File: config.mk
export PLATFORM = sky130hd
export DESIGN_NAME = logic_unit_pipe
export DESIGN_NICKNAME = d
export VERILOG_FILES = /design/src/rtl/logic_unit_pipe.sv
export SDC_FILE = /design/constraint.sdc
export NUM_CORES = 1
export LEC_CHECK = 0
export ABC_AREA = 1
export CAP_MARGIN = 20
export CORE_UTILIZATION = 53
export CTS_BUF_LIST = sky130_fd_sc_hd__clkbuf_4 sky130_fd_sc_hd__clkbuf_8 sky130_fd_sc_hd__clkbuf_16
export CTS_CLUSTER_DIAMETER = 200
export DETAILED_ROUTE_END_ITERATION = 8
export PLACE_DENSITY = 0.78
export SYNTH_ARGS = -nofsm -noshare
export SYNTH_HDL_FRONTEND = slang
export SYNTH_SLANG_ARGS = --single-unit
File: constraint.sdc
create_clock -name clk -period 2.8 [get_ports clk]
set_input_delay 0.56 -clock clk [delete_from_list [all_inputs] [get_ports clk]]
set_output_delay 0.56 -clock clk [all_outputs]
set_load 0.05 [all_outputs]
File: src/rtl/logic_unit_pipe.sv
// logic_unit_pipe: two-stage valid/ready bitwise logic unit with accumulator chaining and result reduction flags
module logic_unit_pipe #(
  parameter int WIDTH = 8
) (
  input  logic             clk,
  input  logic             rst,
  input  logic             in_valid,
  output logic             in_ready,
  input  logic [2:0]       op,
  input  logic             acc_en,
  input  logic             acc_clr,
  input  logic [WIDTH-1:0] a,
  input  logic [WIDTH-1:0] b,
  output logic             out_valid,
  input  logic             out_ready,
  output logic [WIDTH-1:0] y,
  output logic             red_and,
  output logic             red_or,
  output logic             red_xor,
  output logic             zero,
  output logic [WIDTH-1:0] acc_q
);
  logic             s1_valid_q, s1_valid_d;
  logic [2:0]       s1_op_q, s1_op_d;
  logic             s1_acc_en_q, s1_acc_en_d;
  logic             s1_acc_clr_q, s1_acc_clr_d;
  logic [WIDTH-1:0] s1_a_q, s1_a_d;
  logic [WIDTH-1:0] s1_b_q, s1_b_d;
  logic             s2_valid_q, s2_valid_d;
  logic [WIDTH-1:0] y_q, y_d;
  logic             red_and_q, red_and_d;
  logic             red_or_q, red_or_d;
  logic             red_xor_q, red_xor_d;
  logic             zero_q, zero_d;
  logic [WIDTH-1:0] acc_d;
  logic             s1_load, s2_load;
  logic [WIDTH-1:0] opa, res;

  always_comb begin
    s2_load    = s1_valid_q & (~s2_valid_q | out_ready);
    in_ready   = ~s1_valid_q | s2_load;
    s1_load    = in_valid & in_ready;
    s1_valid_d = s1_load | (s1_valid_q & ~s2_load);
    s2_valid_d = s2_load | (s2_valid_q & ~out_ready);
  end

  always_comb begin
    s1_op_d      = s1_load ? op      : s1_op_q;
    s1_acc_en_d  = s1_load ? acc_en  : s1_acc_en_q;
    s1_acc_clr_d = s1_load ? acc_clr : s1_acc_clr_q;
    s1_a_d       = s1_load ? a       : s1_a_q;
    s1_b_d       = s1_load ? b       : s1_b_q;
  end

  // Accumulator is read here, after any earlier acc result has already been written back.
  always_comb begin
    opa = s1_acc_en_q ? (s1_acc_clr_q ? '0 : acc_q) : s1_a_q;
    res = '0;
    case (s1_op_q)
      3'd0: res = opa & s1_b_q;
      3'd1: res = opa | s1_b_q;
      3'd2: res = ~opa;
      3'd3: res = ~(opa & s1_b_q);
      3'd4: res = ~(opa | s1_b_q);
      3'd5: res = opa ^ s1_b_q;
      3'd6: res = ~(opa ^ s1_b_q);
      default: res = s1_b_q;
    endcase
  end

  always_comb begin
    y_d       = s2_load ? res : y_q;
    red_and_d = s2_load ? &res : red_and_q;
    red_or_d  = s2_load ? |res : red_or_q;
    red_xor_d = s2_load ? ^res : red_xor_q;
    zero_d    = s2_load ? ~|res : zero_q;
    acc_d     = (s2_load & s1_acc_en_q) ? res : acc_q;
  end

  always_ff @(posedge clk or posedge rst) begin
    if (rst) begin
      s1_valid_q   <= 1'b0;
      s1_op_q      <= '0;
      s1_acc_en_q  <= 1'b0;
      s1_acc_clr_q <= 1'b0;
      s1_a_q       <= '0;
      s1_b_q       <= '0;
      s2_valid_q   <= 1'b0;
      y_q          <= '0;
      red_and_q    <= 1'b0;
      red_or_q     <= 1'b0;
      red_xor_q    <= 1'b0;
      zero_q       <= 1'b0;
      acc_q        <= '0;
    end else begin
      s1_valid_q   <= s1_valid_d;
      s1_op_q      <= s1_op_d;
      s1_acc_en_q  <= s1_acc_en_d;
      s1_acc_clr_q <= s1_acc_clr_d;
      s1_a_q       <= s1_a_d;
      s1_b_q       <= s1_b_d;
      s2_valid_q   <= s2_valid_d;
      y_q          <= y_d;
      red_and_q    <= red_and_d;
      red_or_q     <= red_or_d;
      red_xor_q    <= red_xor_d;
      zero_q       <= zero_d;
      acc_q        <= acc_d;
    end
  end

  assign out_valid = s2_valid_q;
  assign y         = y_q;
  assign red_and   = red_and_q;
  assign red_or    = red_or_q;
  assign red_xor   = red_xor_q;
  assign zero      = zero_q;
endmodule

# Word-level counts from Yosys, hierarchy flattened
# Index checks and enable logic that the tools add are counted.
[classes]
n_eq_ne = 6
n_mux = 3
bitwise = 20
reduce_logical = 5
[op_table]
columns = ["cell", "n"]
rows = [
  ["$pmux W8 S7", 1],
  ["$not A8 Y8", 4],
  ["$mux W8", 2],
  ["$eq A3 B3 Y1 const B", 3],
  ["$and A8 B8 Y8", 1],
  ["$or A8 B8 Y8", 1],
  ["$reduce_and A8 Y1", 1],
  ["$reduce_or A8 Y1", 1],
  ["$reduce_xor A8 Y1", 1],
  ["$xor A8 B8 Y8", 1],
  ["$eq A3 B2 Y1 const B", 2],
  ["$and A1 B1 Y1", 5],
  ["$not A1 Y1", 4],
  ["$or A1 B1 Y1", 4],
  ["$eq A3 B1 Y1 const B", 1],
  ["$logic_not A3 Y1", 1],
  ["$logic_not A1 Y1", 1],
]
[totals]
register_bits = 43

# Logic depth before layout (Yosys ltp)
[depth]
ltp_word = 7
mapped_depth = 18

# Worst setup path after synthesis
# OpenSTA, ideal clock, no wires.
[synth_timing]
kind = "register -> register"
start = "register s1_acc_en_q"
end = "register red_xor_q, in the netlist red_xor"
arrival_time_ps = 2291
t_required_ps = 2669
setup_slack_ps = 377
stages_incl_launch_ff = 15
n_path_buf = 0
cell_sequence = "dfrtp_1 -> inv_2 -> nor2_8 -> nand2_1 -> o21ai_0 -> ha_1 -> a21oi_1 -> o21ai_0 -> o21a_1 -> nand4_1 -> nand2_1 -> ha_1 -> xnor2_1 -> xnor2_1 -> o21ai_0"
[synth_via]
elab_chain_len = 5
word_cells_on_any_way = 10
cone_classes = "mux (2); bitwise (7); reduce/logical (1)"
[synth_rtl]
columns = ["item", "line", "source"]
rows = [
  ["start, declared", "25", "logic s1_acc_en_q, s1_acc_en_d;"],
  ["start signal, assigned", "98", "s1_acc_en_q <= s1_acc_en_d;"],
  ["$mux W8 *", "57", "opa = s1_acc_en_q ? (s1_acc_clr_q ? '0 : acc_q) : s1_a_q;"],
  ["$xor A8 B8 Y8 (tied with other cells)", "65, 66", ""],
  ["$not A8 Y8 (on tied branches)", "66, 63, 64", ""],
  ["$pmux W8 S7 *", "59", "case (s1_op_q)"],
  ["$reduce_xor A8 Y1 *", "75", "red_xor_d = s2_load ? ^res : red_xor_q;"],
  ["end signal, assigned", "106", "red_xor_q <= red_xor_d;"],
  ["end, declared", "33", "logic red_xor_q, red_xor_d;"],
]
# Every way passes the cells marked *; elsewhere a longest branch is shown, timed or not.
# A chain may end at the register's enable or synchronous reset.

# Worst setup path in the final report
# Same ends and word-level chain as after synthesis.

==> run_results.csv <==
group,metric,value,unit
outcome,status,"complete, but fails checks",
outcome,violations,"DRC",
placed_design,place_inst,456,
logic_synthesis,async_flop_share,1.00,
clock_network,clock_latency,290,ps
logic_synthesis,synth_ff_type,"dfrtp_1",
logic_synthesis,yosysMostFrequentCell,"nand2_1",
timing,fin_setup_tns,0,ps
pwr,cellLeakagePower,1.62,nW
cells_and_area,stdcell_count,463,
die,fp.dieW,71.9,um
logic_synthesis,yosysTopAreaCell,"dfrtp_1",
worst_setup_path,worstRegToRegCells,14,
die,io_pins,47,
clock_network,cts_buffers,5,
timing,setup_ws,249,ps
logic_synthesis,yosys_warnings,0,
drt,highest_layer,"met4",
timing,period_needed,2550,ps
die,num_rows,25,
grt,grt_max_degree,44,
clock_network,ctsRootBufferMaster,"clkbuf_8",
drt,first_pass_iters,7,
worst_hold_path,hp-class,"reg2reg",
drt,drt_iter0_drc,166,
logic_synthesis,avgSynthCellArea,7.58,um^2
timing,tightest_slew,544,ps
pwr,fin_total_pwr,2.79,mW
timing,drv_slew,0,
pwr,ir_drop,0.538,mV
logic_synthesis,ys_seq_area_frac,0.415,
cells_and_area,fin_util,0.691,
timing,hold_viol,0,
placed_design,post_dp_cell_area,3160,um^2
worst_setup_path,r2r_setup_slack,250,ps
cells_and_area,n_antenna_cell,0,
grt,grt_pass1_vias,2216,
worst_hold_path,min_to,"y[3]",
drt,wl_met1,2920,um
worst_setup_path,path_max_fanout,7,
cells_and_area,drive_above_1_share,0.106,
flow_run,drv_cap,0,
clock_network,htreeDepth,2,
drt,via_count,2428,
cells_and_area,num-nets-final,437,
grt,grt_overflow,0,
clock_network,clock_sinks,43,
drt,ant_nets,0,
placed_design,io_buffer_count,46,
placed_design,gp_congestion,0.935,
logic_synthesis,synth_edf_count,0,
die,dieArea,5170,um^2
clock_network,clk_pin_slew_worst_paths,80,ps
logic_synthesis,ys_types,27,
worst_hold_path,holdPathStages,2,
grt,grt_pass1_wl,10500,um
logic_synthesis,yosys.area.top_type_share,0.415,
die,core_area,4720,um^2
logic_synthesis,synthTopCellsByArea,"dfrtp_1, nand2_1, ha_1",
worst_setup_path,worstReg2RegEnd,"red_xor",
die,dieHeight,71.9,um
logic_synthesis,syn_area,2590,um^2
worst_setup_path,reg2reg_from,"s1_acc_en_q",
worst_hold_path,min-delay-start,"y[3]",
worst_setup_path,arrival,2730,ps
clock_network,cts_hold_buf,0,
grt,antenna_found_initial,0,
drt,detail_route.wl_per_cell,13.9,um
drt,drt_wl_total,6420,um
drt,wl_met2,2960,um
clock_network,cts_tree,"yes",
logic_synthesis,ys_ff_latch,43,
timing,slew_headroom,0.637,
clock_network,clockBufferDepth,2,
drt,met3WireLength,397,um
worst_setup_path,crit_required,2980,ps
timing,setup_viol,0,
timing,grt_setup_unrepaired,"no",
cells_and_area,syn2layout_area_growth,25.9,%
placed_design,place_ws,105,ps
placed_design,dpl.hpwl,4800,um
drt,avgViaCountPerCell,5.24,
timing,holdWs,485,ps
logic_synthesis,ys_top_cells_by_count,"nand2_1, dfrtp_1, nor2_1",
cells_and_area,final_area,3260,um^2
worst_setup_path,startpoint_type,"flip-flop",
logic_synthesis,syn_inst,342,
die,start_util,0.549,
timing,max_freq,392,MHz
worst_setup_path,cp-end-kind,"flip-flop",
drt,route.detailed.drc,2,
timing,fin_skew,5.25,ps
logic_synthesis,postSynthNetCount,382,
worst_setup_path,path_class,"reg2reg",
pwr,power_density,855,nW/um^2
timing,period_share,0.911,
grt,track_usage,0.268,
==> layer usage <==
metal | GRT usage | vias up
met5 | 0 | -
met4 | 0.0893 | 0
met3 | 0.0528 | 20
met2 | 0.421 | 102
met1 | 0.373 | 1105
li1 | - | 1201
==> flip-flops by register name (all words and copies together) (netlist names), 3 cells and up <==
name and cells:
s1_a_q 8, s1_b_q 8, acc_q 8, y 8
s1_op_q 3
==> critical path, stage by stage, from the launching register on <==
cell	delay, ps
dfrtp_2	450
inv_4	90
nor2_8	130
nand2_1	60
nand2_1	170
ha_1	290
o211ai_1	170
nand2_1	80
nor2_1	90
nand3_1	80
o21ai_2	120
ha_1	280
xnor2_1	190
xnor2_1	140
o21ai_0	90
==> worst max-delay path by stage <==
stage / startpoint / slack, ps / to
after floorplan: s1_acc_en_q / 380 / red_xor
after global placement: s1_acc_en_q / 230 / red_xor
after detailed placement: s1_acc_en_q / 110 / red_xor
final: s1_acc_en_q / 250 / red_xor
after global routing: s1_acc_en_q / 20 / red_xor
after CTS: s1_acc_en_q / 100 / red_xor
==> logic make-up (layout without fill, tap and decap cells) <==
kind of cell    after synthesis  in the layout  share of synthesized area
compound gates               54             54                      0.114
fa+ha+maj                    15             15                     0.0724
mux                           7              7                     0.0304
flops                        43             43                      0.415
buf+inv                      48            102                     0.0719
xor+xnor                      3              3                     0.0101
simple gates                172            172                      0.285
==> placed cells by master, fill, tap and decap left out, drive strengths merged, types with 2 or more instances in the layout <==
cell           count
a21oi             19
o21ai             29
o21a               2
nor2              42
nand4              5
buf               10
clkbuf             5
ha                15
inv               41
dfrtp             43
nand2            101
clkdlybuf4s50     45
nand3             21
xnor2              3
mux2               7
o211ai             3
==> report_power, final <==
part	switching [mW]	internal, mW	total, mW
Combinational	0.953	0.559	1.51
Clock	0.205	0.166	0.370
Sequential	0.136	0.772	0.908
Total	1.29	1.50	2.79
==> timing repair <==
| action | in CTS | in global routing |
|---|---|---|
| buffers inserted | 0 | 1 |
| setup endpoints to repair | 0 | 2 |
| resized for setup | 0 | 7 |
==> cell type report <==
| type | count | area [um^2] |
|---|---|---|
| clock buffers | 5 | 68.8 |
| clock inverters | 1 | 7.51 |
| fillers | 386 | 1460 |
| inverters | 41 | 156 |
| multi-input cells | 251 | 1340 |
| flip-flops and latches | 43 | 1080 |
| well taps | 67 | 83.8 |
| repair buffers | 55 | 526 |
Power figures use the tool's default switching activity.
